**src/rtl/freq_meter_pkg.sv**
```systemverilog
// Shared types and default sizing for the square-wave frequency meter.
package freq_meter_pkg;

    typedef enum logic {
        IDLE = 1'b0,
        MEAS = 1'b1
    } state_e;

    localparam int DEF_CNT_W   = 31;
    localparam int DEF_TIMEOUT = 100_000_000;

endpackage

```
**src/rtl/freq_meter_sync_edge.sv**
```systemverilog
// Two-flop synchronizer plus edge-detect register; emits registered one-clock
// rise/fall strobes three clocks after an input transition. Reusable for switches.
module sync_edge (
    input  logic clk,
    input  logic rst_n,
    input  logic sig_in,
    output logic rise,
    output logic fall
);

    // [0],[1] synchronize; [2] holds the previous synchronized level
    logic [2:0] sync_q;
    logic       rise_q;
    logic       fall_q;

    always_ff @(posedge clk or negedge rst_n) begin
        if (!rst_n) begin
            sync_q <= '0;
            rise_q <= 1'b0;
            fall_q <= 1'b0;
        end else begin
            sync_q <= {sync_q[1:0], sig_in};
            rise_q <= sync_q[1] & ~sync_q[2];
            fall_q <= ~sync_q[1] & sync_q[2];
        end
    end

    assign rise = rise_q;
    assign fall = fall_q;

endmodule

```
**src/rtl/freq_meter.sv**
```systemverilog
// Measures period and high time of a slow square wave in system clocks.
// Define FREQ_METER_DUTY_EN to build high-time tracking; otherwise high_time is 0.
module freq_meter
    import freq_meter_pkg::*;
#(
    parameter int CNT_W   = DEF_CNT_W,
    parameter int TIMEOUT = DEF_TIMEOUT
) (
    input  logic             clk,
    input  logic             rst_n,
    input  logic             sig_in,
    output logic [CNT_W-1:0] period,
    output logic [CNT_W-1:0] high_time,
    output logic             valid,
    output logic             no_signal
);

    localparam logic [CNT_W-1:0] TIMEOUT_C = CNT_W'(TIMEOUT);
    localparam logic [CNT_W-1:0] ONE_C     = CNT_W'(1);

    logic rise;
    logic fall;

    sync_edge u_sync_edge (
        .clk    (clk),
        .rst_n  (rst_n),
        .sig_in (sig_in),
        .rise   (rise),
        .fall   (fall)
    );

    state_e           state_q, state_d;
    logic [CNT_W-1:0] cnt_q, cnt_d;
    logic [CNT_W-1:0] period_q, period_d;
    logic             valid_q, valid_d;
    logic             no_sig_q, no_sig_d;

    always_comb begin
        state_d  = state_q;
        cnt_d    = cnt_q;
        period_d = period_q;
        valid_d  = 1'b0;
        no_sig_d = no_sig_q;
        case (state_q)
            IDLE: begin
                cnt_d = '0;
                if (rise) begin
                    state_d = MEAS;
                    cnt_d   = ONE_C;
                end
            end
            MEAS: begin
                // A rise coinciding with the timeout count still completes a measurement
                if (rise) begin
                    period_d = cnt_q;
                    valid_d  = 1'b1;
                    no_sig_d = 1'b0;
                    cnt_d    = ONE_C;
                end else if (cnt_q == TIMEOUT_C) begin
                    state_d  = IDLE;
                    no_sig_d = 1'b1;
                    cnt_d    = '0;
                end else if (cnt_q != '1) begin
                    cnt_d = cnt_q + ONE_C;
                end
            end
            default: begin
                state_d = IDLE;
                cnt_d   = '0;
            end
        endcase
    end

    always_ff @(posedge clk or negedge rst_n) begin
        if (!rst_n) begin
            state_q  <= IDLE;
            cnt_q    <= '0;
            period_q <= '0;
            valid_q  <= 1'b0;
            no_sig_q <= 1'b1;
        end else begin
            state_q  <= state_d;
            cnt_q    <= cnt_d;
            period_q <= period_d;
            valid_q  <= valid_d;
            no_sig_q <= no_sig_d;
        end
    end

`ifdef FREQ_METER_DUTY_EN
    logic [CNT_W-1:0] fall_cap_q, fall_cap_d;
    logic [CNT_W-1:0] high_q, high_d;
    logic             fell_q, fell_d;

    always_comb begin
        fall_cap_d = fall_cap_q;
        high_d     = high_q;
        fell_d     = fell_q;
        if (state_q == MEAS && fall) begin
            fall_cap_d = cnt_q;
            fell_d     = 1'b1;
        end
        if (rise) begin
            // No fall seen since the last rise means the input stayed high all cycle
            if (state_q == MEAS) begin
                high_d = fell_q ? fall_cap_q : cnt_q;
            end
            fell_d = 1'b0;
        end
    end

    always_ff @(posedge clk or negedge rst_n) begin
        if (!rst_n) begin
            fall_cap_q <= '0;
            high_q     <= '0;
            fell_q     <= 1'b0;
        end else begin
            fall_cap_q <= fall_cap_d;
            high_q     <= high_d;
            fell_q     <= fell_d;
        end
    end

    assign high_time = high_q;
`else
    logic unused_fall;
    assign unused_fall = fall;
    assign high_time   = '0;
`endif

    assign period    = period_q;
    assign valid     = valid_q;
    assign no_signal = no_sig_q;

endmodule

```
**config.mk**
```make
export PLATFORM = sky130hd
export DESIGN_NAME = freq_meter
export DESIGN_NICKNAME = d
export VERILOG_FILES = /design/src/rtl/freq_meter_pkg.sv /design/src/rtl/freq_meter_sync_edge.sv /design/src/rtl/freq_meter.sv
export SDC_FILE = /design/constraint.sdc
export NUM_CORES = 1
export LEC_CHECK = 0
export CAP_MARGIN = 20
export CELL_PAD_IN_SITES_DETAIL_PLACEMENT = 1
export CELL_PAD_IN_SITES_GLOBAL_PLACEMENT = 1
export CORE_MARGIN = 2
export CORE_UTILIZATION = 35
export DETAILED_ROUTE_END_ITERATION = 8
export GPL_ROUTABILITY_DRIVEN = 0
export MAX_ROUTING_LAYER = met4
export PLACE_DENSITY_LB_ADDON = 0.1
export SLEW_MARGIN = 20
export SYNTH_ARGS = -nofsm -noshare
export SYNTH_HDL_FRONTEND = slang
export SYNTH_SLANG_ARGS = --single-unit
```
**constraint.sdc**
```tcl
create_clock -name clk -period 4.35 [get_ports clk]
set_clock_uncertainty 0.05 [all_clocks]
set_input_delay 0.435 -clock clk [delete_from_list [all_inputs] [get_ports clk]]
set_output_delay 0.435 -clock clk [all_outputs]
set_load 0.03 [all_outputs]
```
==> results.md, run 1 <==
- Mapped Cells: between 300 and 400
- Unrepaired setup endpoints after global routing: no
- Die span in y: roughly 100 microns
- Clock latency on the worst-skew pair: 0.36 ns
- FF-to-FF Start: cnt_q[25]$_DFFE_PN0P_
- Net switching power: approximately 0.44 mW
- Fin crit share: 0.555
- I/O Pins: 67
- Relative slew slack: 0.409
- Vias in the first global route: about 2700
- Crit-path slowest cell: nor4_2
- Worst R2R End: cnt_q[6]$_DFFE_PN0P_
- Post-synth EDFFs: 0
- Top-count cell post-synth: dfrtp_1
- Vias per cell: around 5.2
- Syn. warnings: 0
- Root buffer selected by CTS: clkbuf_8
- Cell taking the most area after synthesis: dfrtp_1
- Cts bufs inserted: 9
- Logic pwr share: 0.127
- P per Cell Area: 380 nW/um^2
- Post-DP HPWL: between 5000 and 6000 microns
- Post_cts resized: 0
- Layout cells sized above 1: 0.178
- Clock Power Share: 0.416
- Post-synth cell types: 47
- Die ar.: ~11000 sq um
- Initial Util: 0.361
- CTS tree: built
- Initial antenna violation count: 0
- ANT nets after route: 0
- Type of origin of the critical path: flip-flop
- Slew Viols, Final: 0
- Cell family with the largest share of critical-path delay: simple AND/OR/NAND/NOR gates
- Levels on crit path: 5
- Worst path cell trace: nand4_1, nor4_2, and3_4, or4_1, a21oi_1
- Share of the synthesized area in the top cell type: 0.480
- Max Fclk: between 0.4 and 0.5 GHz
- Drt first-iter violations: 63
- # diodes: 0
- Leakage: ~1.8 nW
- Buf/Inv on CP: 0
- Final setup violation count: 0
- H-tree Lvls: 3
- FP Rows: 36
- Worst-case clock buffer depth: 2
- Drt wl/cell: ~17 microns
- Tightest Pin Transition: approximately 0.89 ns
- Asr flop ratio synth: 1.00
- FF+latch area: ~1700 sq um
- Setup Buffers After CTS: 0
- DR DRC count: 0
- Seq pwr share: 0.457
- Grt total ovfl: 0
- Critical Path End Type: flip-flop
- Internal Pwr Total: 1.12 mW
- Pin count of the biggest net entering global routing: 38
- Flops & latches, synth: 69
- First-pass GRT wire length: 14200 microns
- Synth-to-layout area growth: 16.1%
- Synth area leaders: dfrtp_1 48%, mux2_2 8.9%, buf_4 6.8%, nand4_1 2.5%, xnor2_1 2.2%
- Hold Vio Cnt, Final: 0
- Synth top cells by count: 68 x dfrtp_1, 32 x buf_4, 28 x mux2_2
- Max rail drop VDD: approximately 0.17 mV
- Sw Ratio: 0.281
- Peak per-stage delay on the critical path: approximately 0.70 ns
- Post-cts hold buffer count: 0
- Final #Nets: between 300 and 400
- Multi-input logic area: 1600 sq um
- Worst min path class: in -> async
- CP Class: reg -> reg
- Worst Reg-to-Reg Cells: 5
- Gr usage total: 0.171
- Max FO, Critical Path: 30
- FF-to-FF setup slack: 1.94 ns
- PortBufs: 35
- Filler cell count: between 1000 and 1500
- Total wire length: ~8500 microns
- Register area share after synthesis: 0.487
- Post-Route Setup TNS: 0 ns
- Drt first pass iters: 6
- Crit path time final: about 2.4 ns
- Chip width: roughly 100 microns
- Critical path arrival: approximately 2.6 ns
- Core ar.: between 9000 and 10000 sq um
- Status: complete, no violations
- Power Total: 1.56 mW
- Synthesized area per cell: about 11 sq um
- Synth Flop Type: dfrtp_1
- Clk sink count: between 60 and 70
- Syn Std Cell Area: 3550 sq um
- Critical Path RT: 4.51 ns
- Max-cap violation count: 0
- Routed vias: between 2000 and 3000
- Worst-path clk slew: around 0.08 ns
-- cell families (layout without fill, tap and decap cells) --
kind of cell	Yosys count	count (layout)	synth area share
buffers and inverters	50	58	0.0946
multiplexers	28	28	0.0889
AO/OA/AOI/OAI	53	53	0.0925
other	1	31	0.00106
adder cells (fa/ha/maj)	3	3	0.0106
XOR/XNOR	12	12	0.0296
AND/OR/NAND/NOR	111	111	0.195
flip-flops	69	69	0.487
-- state kept, by name (all words and copies together), names as in the netlist --
register,cells
u_sync_edge.sync_q,3
no_signal,1
period,31
state_q,1
valid,1
u_sync_edge.rise,1
cnt_q,31
-- stage by stage --
stage | hold WS, ns | worst slack (ns) | cell area [sq um] | std cells | util
CTS | 0.177 | 1.95 | 4120 | 498 | 0.419
global placement | 0.287 | 1.72 | 3870 | 482 | 0.394
global route | 0.214 | 1.73 | 4120 | 498 | 0.419
finish | 0.143 | 1.94 | 4120 | 498 | 0.419
floorplan | 0.0894 | 2.36 | 3660 | 357 | -
detailed placement | 0.303 | 1.94 | 3870 | 482 | 0.394
-- worst reg2reg max path, cell delays in order, from the launching register on --
cell and delay (ns):
dfrtp_1 0.49, nand4_1 0.24, nor4_2 0.70, and3_4 0.54, or4_1 0.18, a21oi_1 0.06
-- how the worst max path moves through the flow --
| stage | start | endpoint | slack (ns) |
|---|---|---|---|
| after floorplan | cnt_q[0]$_DFFE_PN0P_ | cnt_q[16]$_DFFE_PN0P_ | 2.36 |
| after global placement | cnt_q[0]$_DFFE_PN0P_ | cnt_q[16]$_DFFE_PN0P_ | 1.72 |
| after detailed placement | cnt_q[25]$_DFFE_PN0P_ | cnt_q[6]$_DFFE_PN0P_ | 1.94 |
| after CTS | cnt_q[25]$_DFFE_PN0P_ | cnt_q[6]$_DFFE_PN0P_ | 1.95 |
| after global routing | cnt_q[25]$_DFFE_PN0P_ | cnt_q[13]$_DFFE_PN0P_ | 1.73 |
| final | cnt_q[25]$_DFFE_PN0P_ | cnt_q[6]$_DFFE_PN0P_ | 1.94 |
-- area by class of cell --
class                      count  share of cell area
timing repair buffer          37              0.0875
clock buffer                   9              0.0301
tap                          133              0.0404
sequential                    69               0.420
inverter                       5             0.00456
clock inverter                 7              0.0301
multi-input combinational    238               0.388
-- power groups by stage --
stage,clock network [mW],logic (mW),registers (mW)
5_1_grt,0.702,0.218,0.724
3_5_place_dp,0,0.201,0.730
3_3_place_gp,0,0.201,0.726
4_1_cts,0.676,0.201,0.717
2_1_floorplan,0,0.146,0.735
6_report,0.652,0.198,0.715
-- metal layers --
layer	GRT usage	vias to the layer above	routed length, microns
met5	-	-	0
li1	-	1193	-
met4	0.0619	0	148
met2	0.265	65	3980
met3	0.0343	15	303
met1	0.224	1305	4050
-- cells in the final DEF (no fill, tap or decap), drive strengths merged, types with 12 or more instances in the layout --
master / n
clkdlybuf4s50: 34
nor2: 15
nand4: 16
nand2: 15
a21oi: 21
dfrtp: 68
mux2: 28
nand3: 14
o21ai: 16
conb: 31
or3: 12
No activity file was read; power rests on OpenSTA's default activity.
==> run 2: changes to the inputs <==
Clock period 4.35 ns to 2.1 ns, I/O delays scaled along.
==> run 2 against run 1 <==
  * Cell count grew 6.0%
  * Non-clock buffer count grew 29
  * Worst setup slack lost 1.8 ns
  * First-iteration DRC count shrank 7.9%
  * Critical path depth grew 1
  * Flip-flop and latch count is the same
  * Maximum frequency grew 22%
  * Worst hold slack gained 0.10 ns
  * Count of clock-buffer cells in the layout grew 1
  * Largest cell class unchanged
  * Largest power group unchanged
  * Highest routed layer unchanged
==> results.md, run 2 (synthesized netlist as in run 1, its figures left out) <==
- Peak per-stage delay on the critical path: 0.49 ns (was 0.70 ns)
- Crit-path slowest cell: dfrtp_1 (was nor4_2)
- Top cell by count, worst path: nand2_1
- Most common cell after layout, fill and taps aside: dfrtp_1 (unchanged)
- Critical Path RT: 2.33 ns (was 4.51 ns)
- PortBufs: 35 (unchanged)
- Drt first pass iters: 4 (was 6)
- Vias per cell: 5.11 (was 5.18)
- Setup Buffers After CTS: 0 (unchanged)
- Leading cell types in the layout, fill and taps excluded: 66 x dfrtp_1, 34 x clkdlybuf4s50_1, 31 x conb_1 (was 68 x dfrtp_1, 34 x clkdlybuf4s50_1, 31 x conb_1)
- Clock latency on the worst-skew pair: 0.35 ns (was 0.36 ns)
- Cts bufs inserted: 9 (unchanged)
- Crit path time final: 1.98 ns (was 2.41 ns)
- Critical path arrival: 2.21 ns (was 2.57 ns)
- Drt wl/cell: 16.5 microns (was 17.0 microns)
- Final #Nets: 396 (was 366)
- Leakage: 1.91 nW (was 1.77 nW)
- # diodes: 0 (unchanged)
- Routed vias: 2697 (was 2578)
- CTS tree: built (unchanged)
- Grt total ovfl: 0 (unchanged)
- Vias in the first global route: 2754 (was 2651)
- FP Rows: 36 (unchanged)
- Synth-to-layout area growth: 21.9% (was 16.1%)
- Worst min path class: in -> reg (was in -> async)
- Clk sink count: 69 (unchanged)
- ANT nets after route: 0 (unchanged)
- Initial antenna violation count: 0 (unchanged)
- Chip width: 105 microns (unchanged)
- FF+latch area: 1730 sq um (about the same)
- Post-DP HPWL: 6170 microns (was 5980 microns)
- Status: complete, no violations (unchanged)
- Total wire length: 8720 microns (was 8480 microns)
- Max rail drop VDD: 0.347 mV (was 0.167 mV)
- Worst path cell trace: nand4_2, nor4_4, buf_4, nand2_1, or4_1, nand2_1 (was nand4_1, nor4_2, and3_4, or4_1, a21oi_1)
- DR DRC count: 0 (unchanged)
- Post-Route Setup TNS: 0 ns (unchanged)
- Slew Viols, Final: 0 (unchanged)
- Fin crit share: 0.942 (was 0.555)
- CP Class: reg -> reg (unchanged)
- Final setup violation count: 0 (unchanged)
- Root buffer selected by CTS: clkbuf_8 (unchanged)
- Hold Vio Cnt, Final: 0 (unchanged)
- Core ar.: 9820 sq um (unchanged)
- Unrepaired setup endpoints after global routing: no (unchanged)
- Critical Path End Type: flip-flop (unchanged)
- Max FO, Critical Path: 7 (was 30)
- Type of origin of the critical path: flip-flop (unchanged)
- Max-cap violation count: 0 (unchanged)
- Worst-path clk slew: 0.08 ns (about the same)
- Finished Core Util: 0.440 (was 0.419)
- Die span in y: 105 microns (unchanged)
- P per Cell Area: 698 nW/um^2 (was 380 nW/um^2)
- Filler cell count: 1158 (was 1145)
- Power Total: 3.02 mW (was 1.56 mW)
- I/O Pins: 67 (unchanged)
- Multi-input logic area: 1610 sq um (was 1600 sq um)
- Max Fclk: 0.505 GHz (was 0.414 GHz)
- Initial Util: 0.361 (unchanged)
- Drt first-iter violations: 58 (was 63)
- First-pass GRT wire length: 14400 microns (was 14200 microns)
- Post-placement cell count: 510 (was 482)
- Layout cells sized above 1: 0.241 (was 0.178)
- Gr usage total: 0.170 (was 0.171)
- Non-filler cells, final: 528 (was 498)
- H-tree Lvls: 3 (unchanged)
- Die ar.: 11000 sq um (unchanged)
- Hold WS: 0.243 ns (was 0.143 ns)
- Worst-case clock buffer depth: 2 (unchanged)
- Pin count of the biggest net entering global routing: 70 (was 38)
run 2: cell type report:
type	count	area share
repair buffers	66	0.137
inverters	5	0.00434
clock buffers	10	0.0318
multi-input cells	239	0.373
well taps	133	0.0385
clock inverters	6	0.0145
flip-flops and latches	69	0.400
run 2: final timing paths:
kind | start | endpoint | slack, ns | cells after the start
min reg2reg | u_sync_edge.sync_q[0]$_DFF_PN0_ | u_sync_edge.sync_q[1]$_DFF_PN0_ | 0.30 | 0
min in group asynchronous | rst_n | period[13]$_DFFE_PN0P_ | 0.35 | 3
min | sig_in | u_sync_edge.sync_q[0]$_DFF_PN0_ | 0.24 | 1
max | cnt_q[12]$_DFFE_PN0P_ | cnt_q[16]$_DFFE_PN0P_ | 0.12 | 6
max in group asynchronous | rst_n | no_signal$_DFFE_PN1P_ | 1.30 | 3
max reg2reg | cnt_q[12]$_DFFE_PN0P_ | cnt_q[16]$_DFFE_PN0P_ | 0.12 | 6
run 2: repair_timing:
item | 4_1_cts | 5_1_grt
endpoints found under the setup margin | 0 | 20
hold buffers | 1 | 0
endpoints found under the hold margin | 68 | 0
gates resized for setup | 0 | 4
run 2: metal layers:
layer,GRT usage,vias to the layer above,share of wire
li1,-,1251,-
met1,0.224,1386,0.47
met2,0.268,49,0.49
met3,0.0337,11,0.030
met4,0.0457,0,0.012
met5,-,-,0
run 2: report_power, final:
group	switching [mW]	internal, mW	leakage, nW
logic	0.276	0.154	0.886
clock network	0.527	0.576	0.0943
registers	0.0846	1.40	0.934
total	0.888	2.13	1.91
run 2: critical path: cells and delay by family (launching register included):
family	cells	cell delay [ns]
buf+inv	1	0.20
flops	1	0.49
simple gates	5	1.17
run 2: metrics by stage:
| stage | setup WS (ns) | area, sq um |
|---|---|---|
| finish | 0.121 | 4320 |
| global route | 0.00188 | 4320 |
| CTS | 0.0542 | 4300 |
| detailed placement | 0.0919 | 4090 |
| global placement | 0.130 | 4090 |
| floorplan | 0.110 | 3660 |
==> patch 1: new RTL, settings of run 2 <==
Register the input `sig_in` before use, without a reset. The logic sees it one clock later.
--- a/src/rtl/freq_meter.sv
+++ b/src/rtl/freq_meter.sv
@@ -19,4 +19,10 @@
     localparam logic [CNT_W-1:0] ONE_C     = CNT_W'(1);
 
+    logic sig_q;
+
+    always_ff @(posedge clk) begin
+        sig_q <= sig_in;
+    end
+
     logic rise;
     logic fall;
@@ -25,5 +31,5 @@
         .clk    (clk),
         .rst_n  (rst_n),
-        .sig_in (sig_in),
+        .sig_in (sig_q),
         .rise   (rise),
         .fall   (fall)
Function: changed (a bounded check fails within 10 cycles, from zero or initial values and one cycle with rst_n low).
==> patch 1 against run 2 <==
  * Setup slack improved by 0.0085 ns
  * Power rose by 9.2%
  * Die area rose by 0.54%
  * Hold slack improved by 0.0055 ns
  * Utilization rose by 0.64 points
  * Cell area rose by 1.4%
  * Via count fell by 1.0%
  * Critical path depth did not move
  * Sequential share of layout area fell by 0.086 points
  * Final cell count fell by 0.19%
  * Routed wire length fell by 0.46%
  * Area after synthesis rose by 0.56%
  * Sequential cell count rose by 1
  * Clock power rose by 24%
  * Largest power group unchanged
  * Highest routed layer unchanged
==> patch 1: results (changes against run 2) <==
Status:
- Status: finished, final reports clean (unchanged).

Global routing:
- The number of global-route vias before repair is 2797 (was 2754).
- The initial antenna violation count is 0 (unchanged).
- The largest net degree at the start of global routing came to 70 (unchanged).
- The aggregate global-route resource usage is 17.6% (was 17.0%).
- The global-route wire length before repair is 14700 um (was 14400 um).

Placed design:
- The instance area after placement is 4100 um^2 (was 4090 um^2).
- The half-perimeter wire length after placement was 6250 um (was 6170 um).
- The number of placed instances with taps included is 509 (was 510).
- The placement-stage worst setup slack is 0.101 ns (was 0.0919 ns).

Drt:
- The count of vias placed by the detailed router is 2670 (was 2697).
- The violation count after the first detailed-route iteration is 77 (was 58).
- The detailed-route wire length was 8680 um (was 8720 um).
- The average vias per placed instance is 5.07 (was 5.11).

Finish:
- The number of fill cells in the layout is 1124 (was 1158).
- The net total in the final layout is 395 (was 396).
- The share of post-route cells with drive strength above 1 is 23.6% (was 24.1%).
- The post-route standard cell area excluding fillers is 4380 um^2 (was 4320 um^2).

Yosys:
- The total of warnings raised by yosys is 0 (unchanged).
- The register area share after synthesis is 49.0% (was 48.7%).
- The fraction of registers with async set or reset after synthesis is 98.6% (was 100%).
- The number of different library cells in the post-synthesis netlist came to 48 (was 47).
- The synthesized area per cell came to 10.9 um^2 (was 10.8 um^2).
- Synth area leaders: sky130_fd_sc_hd__dfrtp_1 48%, sky130_fd_sc_hd__mux2_2 8.8%, sky130_fd_sc_hd__buf_4 6.7%, sky130_fd_sc_hd__nand4_1 2.5%, sky130_fd_sc_hd__xnor2_1 2.2% (was sky130_fd_sc_hd__dfrtp_1 48%, sky130_fd_sc_hd__mux2_2 8.9%, sky130_fd_sc_hd__buf_4 6.8%, sky130_fd_sc_hd__nand4_1 2.5%, sky130_fd_sc_hd__xnor2_1 2.2%).

STA:
- The post-route minimum period is 1.97 ns (was 1.98 ns).
- The worst hold margin is 0.249 ns (was 0.243 ns).

Worst setup path:
- The peak per-stage delay on the critical path is 0.45 ns (was 0.49 ns).
- The arrival time of data at the critical path endpoint is 2.19 ns (was 2.21 ns).

Power:
- The worst supply voltage drop on vdd is 0.000397 V (was 0.000347 V).
- The leakage component of the power came to 1.96 nW (was 1.91 nW).
patch 1: final timing paths:
check                                     start                               to  depth (start not counted)
setup / recovery           cnt_q[8]$_DFFE_PN0P_            cnt_q[28]$_DFFE_PN0P_                          6
hold / removal                           sig_in                    sig_q$_DFF_P_                          1
setup reg to reg           cnt_q[8]$_DFFE_PN0P_            cnt_q[28]$_DFFE_PN0P_                          6
hold reg to reg                   sig_q$_DFF_P_  u_sync_edge.sync_q[0]$_DFF_PN0_                          0
max in group asynchronous                 rst_n            no_signal$_DFFE_PN1P_                          3
min in group asynchronous                 rst_n            cnt_q[13]$_DFFE_PN0P_                          3
patch 1: layout make-up:
cell class / count / area share, %
clock buffers: 11 / 3.22
clock inverters: 5 / 2.43
inverters: 5 / 0.428
multi-input cells: 238 / 36.7
flip-flops and latches: 70 / 40.0
well taps: 133 / 3.80
repair buffers: 65 / 13.4
patch 1: report_power, final:
group / internal (mW) / total, mW / switching, mW
Combinational: 0.157 / 0.435 / 0.278
Clock: 0.824 / 1.36 / 0.535
Sequential: 1.42 / 1.50 / 0.0819
Total: 2.40 / 3.29 / 0.895
patch 1: cells by family (layout without fill, tap and decap cells):
family / Yosys count / after routing / share of synthesized area, %
AND/OR/NAND/NOR: 111 / 111 / 19.4
flip-flops: 70 / 70 / 49.0
AO/OA/AOI/OAI: 53 / 53 / 9.19
buffers and inverters: 50 / 86 / 9.40
multiplexers: 28 / 28 / 8.84
XOR/XNOR: 12 / 12 / 2.95
adder cells (fa/ha/maj): 3 / 3 / 1.05
other: 1 / 31 / 0.105
patch 1: per-layer routing:
layer / up-vias / wire length [um] / track usage [%]
li1: 1251 / - / -
met1: 1362 / 4100 / 22.6
met2: 49 / 4180 / 27.6
met3: 8 / 314 / 3.99
met4: 0 / 82 / 5.62
met5: - / 0 / -
==> patch 2: new RTL, flow settings as in run 2 <==
Made on the original files. `DEF_CNT_W`: 31 -> 39.
--- a/src/rtl/freq_meter_pkg.sv
+++ b/src/rtl/freq_meter_pkg.sv
@@ -7,5 +7,5 @@
     } state_e;
 
-    localparam int DEF_CNT_W   = 31;
+    localparam int DEF_CNT_W   = 39;
     localparam int DEF_TIMEOUT = 100_000_000;
 
Interface: changed (resized high_time and period); port bits go from 67 to 83. The function was not compared with the original's and may differ.
==> patch 2 against run 2 <==
  * Area after synthesis is 22% higher
  * Non-clock buffer count rose by 55
  * Critical path type unchanged
  * Cell area rose by 35%
  * Sequential cell count is 16 higher
  * Critical path depth stayed put
  * Routed wire length increased by 37%
  * Sequential power is 19% higher
  * Setup slack got worse by 0.080 ns
  * Power increased by 35%
  * Critical endpoint is now cnt_q[32]$_DFFE_PN0P_
  * Final cell count rose by 29%
  * Largest cell class unchanged
==> patch 2: results (changes against run 2) <==
Status:
- Status: finished, final reports clean (unchanged).

Worst setup path:
- The highest fanout seen on the critical path was 4 (was 7).
- The reg-to-reg startpoint is cnt_q[0]$_DFFE_PN0P_ (was cnt_q[12]$_DFFE_PN0P_).

Power:
- The switching power as a share of total power came to 26.1% (was 29.5%).
- The leakage component of the power is 2.70 nW (was 1.91 nW).
- The worst supply voltage drop on vdd was 0.000416 V (was 0.000347 V).

Placed design:
- The instance area after placement came to 5260 um^2 (was 4090 um^2).
- The placement-stage worst setup slack came to -0.0413 ns (was 0.0919 ns).
- The number of placed instances with taps included is 653 (was 510).

Drt:
- The average vias per placed instance is 5.22 (was 5.11).
- The detailed-route wire length per cell is 17.6 um (was 16.5 um).

Global routing:
- The aggregate global-route resource usage is 19.2% (was 17.0%).
- The largest net degree at the start of global routing was 86 (was 70).
- The number of global-route vias before repair is 3540 (was 2754).
- The global-route wire length before repair is 19000 um (was 14400 um).

Yosys:
- Synth area leaders: sky130_fd_sc_hd__dfrtp_1 49%, sky130_fd_sc_hd__mux2_2 8.3%, sky130_fd_sc_hd__buf_4 7.0%, sky130_fd_sc_hd__a21oi_1 4.4%, sky130_fd_sc_hd__nand4_1 2.5% (was sky130_fd_sc_hd__dfrtp_1 48%, sky130_fd_sc_hd__mux2_2 8.9%, sky130_fd_sc_hd__buf_4 6.8%, sky130_fd_sc_hd__nand4_1 2.5%, sky130_fd_sc_hd__xnor2_1 2.2%).
- The synthesized area per cell came to 10.3 um^2 (was 10.8 um^2).
- The number of different library cells in the post-synthesis netlist is 50 (was 47).
- Most used standard cells in the synthesized netlist: 84 x sky130_fd_sc_hd__dfrtp_1, 40 x sky130_fd_sc_hd__buf_4, 38 x sky130_fd_sc_hd__a21oi_1, 32 x sky130_fd_sc_hd__mux2_2, 28 x sky130_fd_sc_hd__nand2_1 (was 68 x sky130_fd_sc_hd__dfrtp_1, 32 x sky130_fd_sc_hd__buf_4, 28 x sky130_fd_sc_hd__mux2_2, 15 x sky130_fd_sc_hd__nand2_1, 15 x sky130_fd_sc_hd__nor2_1).
- The register area share after synthesis is 49.3% (was 48.7%).

Finish:
- The footprint of the multi-input gates is 2080 um^2 (was 1610 um^2).
- The number of fill cells in the layout is 1343 (was 1158).
- The net total in the final layout is 533 (was 396).

Clocking:
- The clock transition at the registers of the reported paths is 0.06 ns (was 0.08 ns).
- The clock tree root buffer cell is sky130_fd_sc_hd__clkbuf_16 (was sky130_fd_sc_hd__clkbuf_8).
==> patch 2: cell types whose count changed in the layout (fill, tap and decap cells not counted), sizes merged, moves of 5 or more <==
cell	change
a21oi	+18
buf	+46
clkdlybuf4s50	+8
conb	+8
dfrtp	+16
inv	+5
nand2	+14
nor2	-6
nor3	+5
o31a	+5
or3	-7
xnor2	-5
xor2	+8
==> patch 2: repair_timing <==
item                       4_1_cts  5_1_grt
setup endpoints to repair       22       41
setup buffers                    2        7
pin swaps                        2       10
hold buffers                     1        0
resized for setup                1       32
cloned                           0        1
hold endpoints to repair        84        0
==> patch 2: metal layers <==
| metal | vias up | global-route usage, % | wire (um) |
|---|---|---|---|
| met5 | - | - | 0 |
| met4 | 0 | 7.23 | 231 |
| met3 | 16 | 2.69 | 301 |
| met2 | 66 | 30.2 | 5780 |
| met1 | 1810 | 25.2 | 5630 |
| li1 | 1656 | - | - |
==> patch 2: path summary, 6_finish.rpt <==
path / to / slack, ns
min in group asynchronous: period[22]$_DFFE_PN0P_ / 0.38
max: cnt_q[32]$_DFFE_PN0P_ / 0.04
max reg2reg: cnt_q[32]$_DFFE_PN0P_ / 0.04
max in group asynchronous: cnt_q[0]$_DFFE_PN0P_ / 1.23
min: u_sync_edge.sync_q[0]$_DFF_PN0_ / 0.25
min reg2reg: u_sync_edge.sync_q[1]$_DFF_PN0_ / 0.31
==> patch 2: layout make-up <==
class                           instances  area share [%]
Clock buffer                           12            4.21
Multi-Input combinational cell        301            35.6
Inverter                               10           0.642
Sequential cell                        85            36.4
Clock inverter                          4            1.24
Timing Repair Buffer                  121            18.7
Tap cell                              147            3.14
==> patch 2: kinds of logic after synthesis <==
family                     Yosys count  synth area share [%]
AOI/OAI and AO/OA                   83                  11.5
xor gates and xnor gates            15                  3.04
adders and majority gates            2                 0.579
other                                1                0.0868
and+or+nand+nor                    127                  16.8
muxes                               35                  9.04
DFF                                 85                  49.3
buffers and inverters               71                  9.70
==> patch 2: power by group through the flow <==
stage	Combinational, mW	Sequential [mW]	Clock, mW
after floorplan	0.301	1.85	0
after global placement	0.514	1.78	0
after detailed placement	0.521	1.79	0
after CTS	0.525	1.76	1.78
after global routing	0.627	1.77	1.85
final	0.577	1.76	1.73
==> patch 2: worst max-delay path, cell delays in order, from the launching register on <==
cell and delay [ns]:
sky130_fd_sc_hd__dfrtp_1 0.42, sky130_fd_sc_hd__ha_2 0.21, sky130_fd_sc_hd__nand3_2 0.11, sky130_fd_sc_hd__or3_4 0.39, sky130_fd_sc_hd__or4b_4 0.52, sky130_fd_sc_hd__xor2_1 0.17, sky130_fd_sc_hd__a21oi_2 0.07
